--- src/rtl/nes_joypad_responder.sv ---
// Two-port NES controller responder: synchronized, debounced buttons latched into 4021-style serial shift registers.
// Optional turbo A/B modulation is enabled by defining NES_JOYPAD_TURBO_EN.
module nes_joypad_responder #(
    parameter int DEBOUNCE_CYCLES = 1024,
    parameter int TURBO_DIV       = 4
) (
    input  logic        clk,
    input  logic        reset,
    input  logic        ce,
    input  logic [7:0]  buttons_p0,
    input  logic [7:0]  buttons_p1,
    input  logic [1:0]  turbo_a,
    input  logic [1:0]  turbo_b,
    input  logic        joypad_strobe,
    input  logic [1:0]  joypad_clock,
    output logic [1:0]  joypad_data,
    output logic [15:0] buttons_stable
);
    localparam int              CNT_W   = $clog2(DEBOUNCE_CYCLES) + 1;
    localparam logic [CNT_W-1:0] CNT_MAX = CNT_W'(DEBOUNCE_CYCLES - 1);

    logic [15:0]            sync_meta;
    logic [15:0]            sync_q;
    logic [CNT_W-1:0]       db_cnt [16];
    logic [1:0]             prev_clk;
    logic [1:0][7:0]        sr;
    logic [1:0][7:0]        eff;

    // The synchronizer runs every clk so metastability settling never depends on ce.
    // NOTE: sequential state uses non-blocking assignments so every flop samples pre-edge values.
    always_ff @(posedge clk or negedge reset) begin
        if (!reset) begin
            sync_meta <= '0;
            sync_q    <= '0;
        end else begin
            sync_meta <= {buttons_p1, buttons_p0};
            sync_q    <= sync_meta;
        end
    end

    // NOTE: the debounce counters are discrete flops, not a RAM, so they take the async reset like any other state.
    always_ff @(posedge clk or negedge reset) begin
        if (!reset) begin
            for (int i = 0; i < 16; i++) db_cnt[i] <= '0;
            buttons_stable <= '0;
        end else if (ce) begin
            for (int i = 0; i < 16; i++) begin
                if (sync_q[i] == buttons_stable[i]) begin
                    db_cnt[i] <= '0;
                end else if (db_cnt[i] == CNT_MAX) begin
                    buttons_stable[i] <= sync_q[i];
                    db_cnt[i]         <= '0;
                end else begin
                    db_cnt[i] <= db_cnt[i] + 1'b1;
                end
            end
        end
    end

`ifdef NES_JOYPAD_TURBO_EN
    localparam int                TDIV_W   = (TURBO_DIV > 1) ? $clog2(TURBO_DIV) : 1;
    localparam logic [TDIV_W-1:0] TDIV_MAX = TDIV_W'(TURBO_DIV - 1);

    logic [3:0]        tsync_meta;
    logic [3:0]        tsync_q;
    logic              prev_strobe;
    logic [TDIV_W-1:0] turbo_cnt;
    logic              turbo_phase;

    always_ff @(posedge clk or negedge reset) begin
        if (!reset) begin
            tsync_meta <= '0;
            tsync_q    <= '0;
        end else begin
            tsync_meta <= {turbo_b, turbo_a};
            tsync_q    <= tsync_meta;
        end
    end

    // The phase advances once per TURBO_DIV completed polls (strobe falling edges).
    always_ff @(posedge clk or negedge reset) begin
        if (!reset) begin
            prev_strobe <= 1'b0;
            turbo_cnt   <= '0;
            turbo_phase <= 1'b0;
        end else if (ce) begin
            prev_strobe <= joypad_strobe;
            if (prev_strobe && !joypad_strobe) begin
                if (turbo_cnt == TDIV_MAX) begin
                    turbo_cnt   <= '0;
                    turbo_phase <= ~turbo_phase;
                end else begin
                    turbo_cnt <= turbo_cnt + 1'b1;
                end
            end
        end
    end

    // NOTE: eff is fully assigned before the per-bit overrides, so no latch can be inferred.
    always_comb begin
        eff = buttons_stable;
        for (int p = 0; p < 2; p++) begin
            eff[p][0] = buttons_stable[p*8]     | (tsync_q[p]     & turbo_phase);
            eff[p][1] = buttons_stable[p*8 + 1] | (tsync_q[2 + p] & turbo_phase);
        end
    end
`else
    localparam int unused_turbo_div = TURBO_DIV;
    logic unused_turbo;
    assign unused_turbo = ^{turbo_a, turbo_b};

    always_comb begin
        eff = buttons_stable;
    end
`endif

    // Strobe reloads every ce cycle and wins over a coincident clock edge; shifting pulls in 1s from the top.
    always_ff @(posedge clk or negedge reset) begin
        if (!reset) begin
            prev_clk    <= '0;
            sr          <= '0;
            joypad_data <= '0;
        end else if (ce) begin
            prev_clk <= joypad_clock;
            for (int p = 0; p < 2; p++) begin
                joypad_data[p] <= sr[p][0];
                if (joypad_strobe) begin
                    sr[p] <= eff[p];
                end else if (joypad_clock[p] && !prev_clk[p]) begin
                    sr[p] <= {1'b1, sr[p][7:1]};
                end
            end
        end
    end

endmodule

--- config.mk ---
export PLATFORM = sky130hd
export DESIGN_NAME = nes_joypad_responder
export DESIGN_NICKNAME = d
export VERILOG_FILES = /design/src/rtl/nes_joypad_responder.sv
export SDC_FILE = /design/constraint.sdc
export NUM_CORES = 1
export LEC_CHECK = 0
export CAP_MARGIN = 20
export CORE_MARGIN = 2
export CORE_UTILIZATION = 55
export CTS_CLUSTER_SIZE = 8
export DETAILED_ROUTE_END_ITERATION = 8
export HOLD_SLACK_MARGIN = 0.12
export MAX_ROUTING_LAYER = met4
export PLACE_DENSITY = 0.73
export SETUP_SLACK_MARGIN = 0.3
export SYNTH_ARGS = -nofsm -noshare
export SYNTH_HDL_FRONTEND = slang
export SYNTH_SLANG_ARGS = --single-unit
--- constraint.sdc ---
create_clock -name clk -period 1.8 [get_ports clk]
set_input_delay 0.27 -clock clk [delete_from_list [all_inputs] [get_ports clk]]
set_output_delay 0.27 -clock clk [all_outputs]
set_load 0.01 [all_outputs]
==> metrics.md <==
| Metric | Value |
|---|---|
| IO Count | 44 |
| P&R area growth vs syn | 41.67% |
| Cell area after synthesis | approximately 12000 µm² |
| Routed WL | between 30 and 40 mm |
| Overflow after GRT | 0 |
| CTS buffer count | 36 |
| 1st-pass router iterations | 5 |
| Asr flop ratio synth | 1.000 |
| Tot GR Track Use | 0.2504 |
| Max Slew Vio Count | 0 |
| Slowest cell delay on critical path | between 400 and 500 ps |
| Max clock buf depth | 3 |
| Mean post-synth cell area | between 10 and 15 µm² |
| Max-cap check violation count | 0 |
| Nature of the critical path endpoint | flop |
| P_sw | 3366 µW |
| Pleak | around 0.0075 µW |
| Final Cycle Share | 0.9291 |
| Drt drc | 0 |
| Post-Synthesis Cells | roughly 1200 |
| Cells after DPL | about 1500 |
| Final std cells w/o fill | about 1700 |
| Worst Max-Slew Pin Slew | approximately 480 ps |
| Via density | 6.176 |
| Outcome | finished, final reports clean |
| Core area | between 20000 and 25000 µm² |
| ANT cells | 0 |
| Synth top area cells | dfrtp_1 (50%), nand2_1 (4.0%), o21ai_0 (2.7%) |
| Layout Skew | about 13 ps |
| Worst setup SP type | flop |
| Ys flop type | dfrtp_1 |
| Via count | around 11000 |
| Post-Syn Nets | roughly 1200 |
| CP Max Fanout | 5 |
| Final Setup Violations | 0 |
| TritonCTS clock tree | yes |
| Min-Delay Path Class | input port to flop |
| Max VDD drop | ~750 µV |
| H-Tree Depth | 2 |
| Vias in the first global route | ~10000 |
| Port Buffers | 39 |
| Fill cells | 1222 |
| Initial DRC Count | just under 700 |
| Sequential area share after synthesis | 0.5035 |
| Yosys warns | 0 |
| Total die area | 23250 µm² |
| Initial antenna violation count | 0 |
| Layout cell share with drive strength beyond 1 | 0.3909 |
| Synth area leader | dfrtp_1 |
| Sequential power share | 0.453 |
| Rows | 54 |
| Fin. Hold Viols | 0 |
| Post-layout total power | around 14000 µW |
| CTS sink count | about 240 |
| Critical path's slowest cell | or3_4 |
| Post-DP HPWL | approximately 17 mm |
| Largest delay share family, worst path | simple AND/OR/NAND/NOR gates |
| Number of flops mapped to enable cells by yosys | 0 |
| First-pass GRT wire length | a little under 50 mm |
| Min Tclk post-route | 1672 ps |
| Cell Pwr Density | approximately 790 nW/µm² |
| Final #Nets | about 1500 |
| Combinational Power Share | 0.109 |
| Die Wd | 152.5 µm |
| Top cell type's share of synthesized area | 0.5035 |
| Root Driver | clkbuf_16 |
| Critical path, cell by cell | nand4_4 -> or3_4 -> nor3_4 -> mux2_2 |
| RSZ-0062 raised after global routing | yes |
| WP data arrival | 2050 ps |
| Number of nets still failing antenna checks after routing | 0 |
| WL per Instance | 18.84 µm |
| Commonest cells post-synth | dfrtp_1 (244), nand2_1 (129), o21ai_0 (65) |
| Initial Utilization | 0.5575 |
| Req. time, crit path | 2180 ps |
| Setup_tns | 0 ps |
| Distinct cells, synth | 72 |
| Int Pwr | about 10000 µW |
| Clock-pin slew of the registers on the worst-case setup and hold paths | about 50 ps |
| Clk pwr share | 0.438 |
| Crit Path Class | flop to flop |
| Vert. Die Dim | between 150 and 200 µm |
| Worst path buffer plus inverter count | 0 |
| Fmax | 0.5980 GHz |
| #FFs+latches synth | between 200 and 250 |
| Clock Latency Late Sink | between 500 and 600 ps |
| Relative slew slack | 0.6776 |
| Sw Share | 0.2485 |
| Largest net degree at the start of global routing | ~50 |
| RD Place Congestion | around 0.85 |
| Most common cell in the netlist | dfrtp_1 |
-- layout make-up --
class,count,area [µm²],share of cell area
Multi-Input combinational cell,843,7227,0.4206
Sequential cell,244,6155,0.3582
Timing Repair Buffer,276,2389,0.1390
Clock buffer,36,900.9,0.05243
Tap cell,280,350.3,0.02039
Inverter,28,105.1,0.006117
Clock inverter,3,55.05,0.003204
-- sequential cells by signal (all words and copies together), names as in the netlist --
register / cells
prev_clk: 2
sync_q: 16
joypad_data: 2
sync_meta: 16
sr: 16
buttons_stable: 16
db_cnt: 176
-- power by group through the flow --
stage | Combinational [µW] | Clock [µW] | Sequential, µW
CTS | 1250 | 6030 | 6070
finish | 1480 | 5930 | 6140
floorplan | 605 | 0 | 6100
detailed placement | 1030 | 0 | 6160
global route | 1620 | 6280 | 6160
global placement | 993 | 0 | 6140
-- routing by layer --
metal | vias to the layer above | global-route usage | share of wire
met5 | - | - | 0
met4 | 0 | 0.07011 | 0.027
met3 | 96 | 0.03441 | 0.048
met2 | 343 | 0.4133 | 0.51
met1 | 5263 | 0.3283 | 0.41
li1 | 4859 | - | -
-- timing repair --
item,4_1_cts,5_1_grt
hold buffers,1,0
pin swaps,44,70
gates resized for setup,141,200
setup endpoints to repair,132,148
setup buffers,77,74
hold endpoints to repair,215,0
cloned,3,3
-- cells by family after synthesis --
| logic type | synth area share |
|---|---|
| muxes | 0.04508 |
| adders and majority gates | 0.01651 |
| buffers and inverters | 0.02569 |
| xor gates and xnor gates | 0.02889 |
| and+or+nand+nor | 0.2180 |
| AOI/OAI and AO/OA | 0.1624 |
| DFF | 0.5035 |
-- through the flow --
stage | hold slack [ps] | util | setup WS, ps | area [µm²]
6_report | 201.3 | 0.7897 | 127.6 | 17180
5_1_grt | 190.2 | 0.7897 | 68.94 | 17180
4_1_cts | 186.0 | 0.7191 | 110.8 | 15650
3_5_place_dp | 226.3 | 0.6285 | 113.7 | 13670
3_3_place_gp | 224.1 | 0.6285 | 125.5 | 13670
2_1_floorplan | -25.59 | - | 195.7 | 12440
-- cells in the final DEF, fill, tap and decap left out, drive strengths merged, types with 11 or more instances in the layout --
master and n:
a21boi 11, clkdlybuf4s50 19, xnor2 12, nand3 43
or3 19, nand4 34, mux2 29, a21oi 20
clkbuf 37, o311ai 21, inv 29, nor3 29
mux2i 22, nand2 129, ha 16, dfrtp 244
nor4 42, nor3b 24, a22o 21, buf 242
o21ai 65, nor2 69, o21a 25, a21o 34
and3 29, xor2 28, o31ai 19
-- final timing paths --
check	from	end	slack, ps	cells after the start
max	db_cnt[138]	buttons_stable[3]	130	4
min	buttons_p0[2]	sync_meta[2]	200	1
max reg2reg	db_cnt[138]	buttons_stable[3]	130	4
min reg2reg	sync_meta[15]	sync_q[15]	340	0
max in group asynchronous	reset	sr[3]	870	3
min in group asynchronous	reset	sync_meta[13]	310	2
Note: power is estimated with default switching activity, not from simulation.
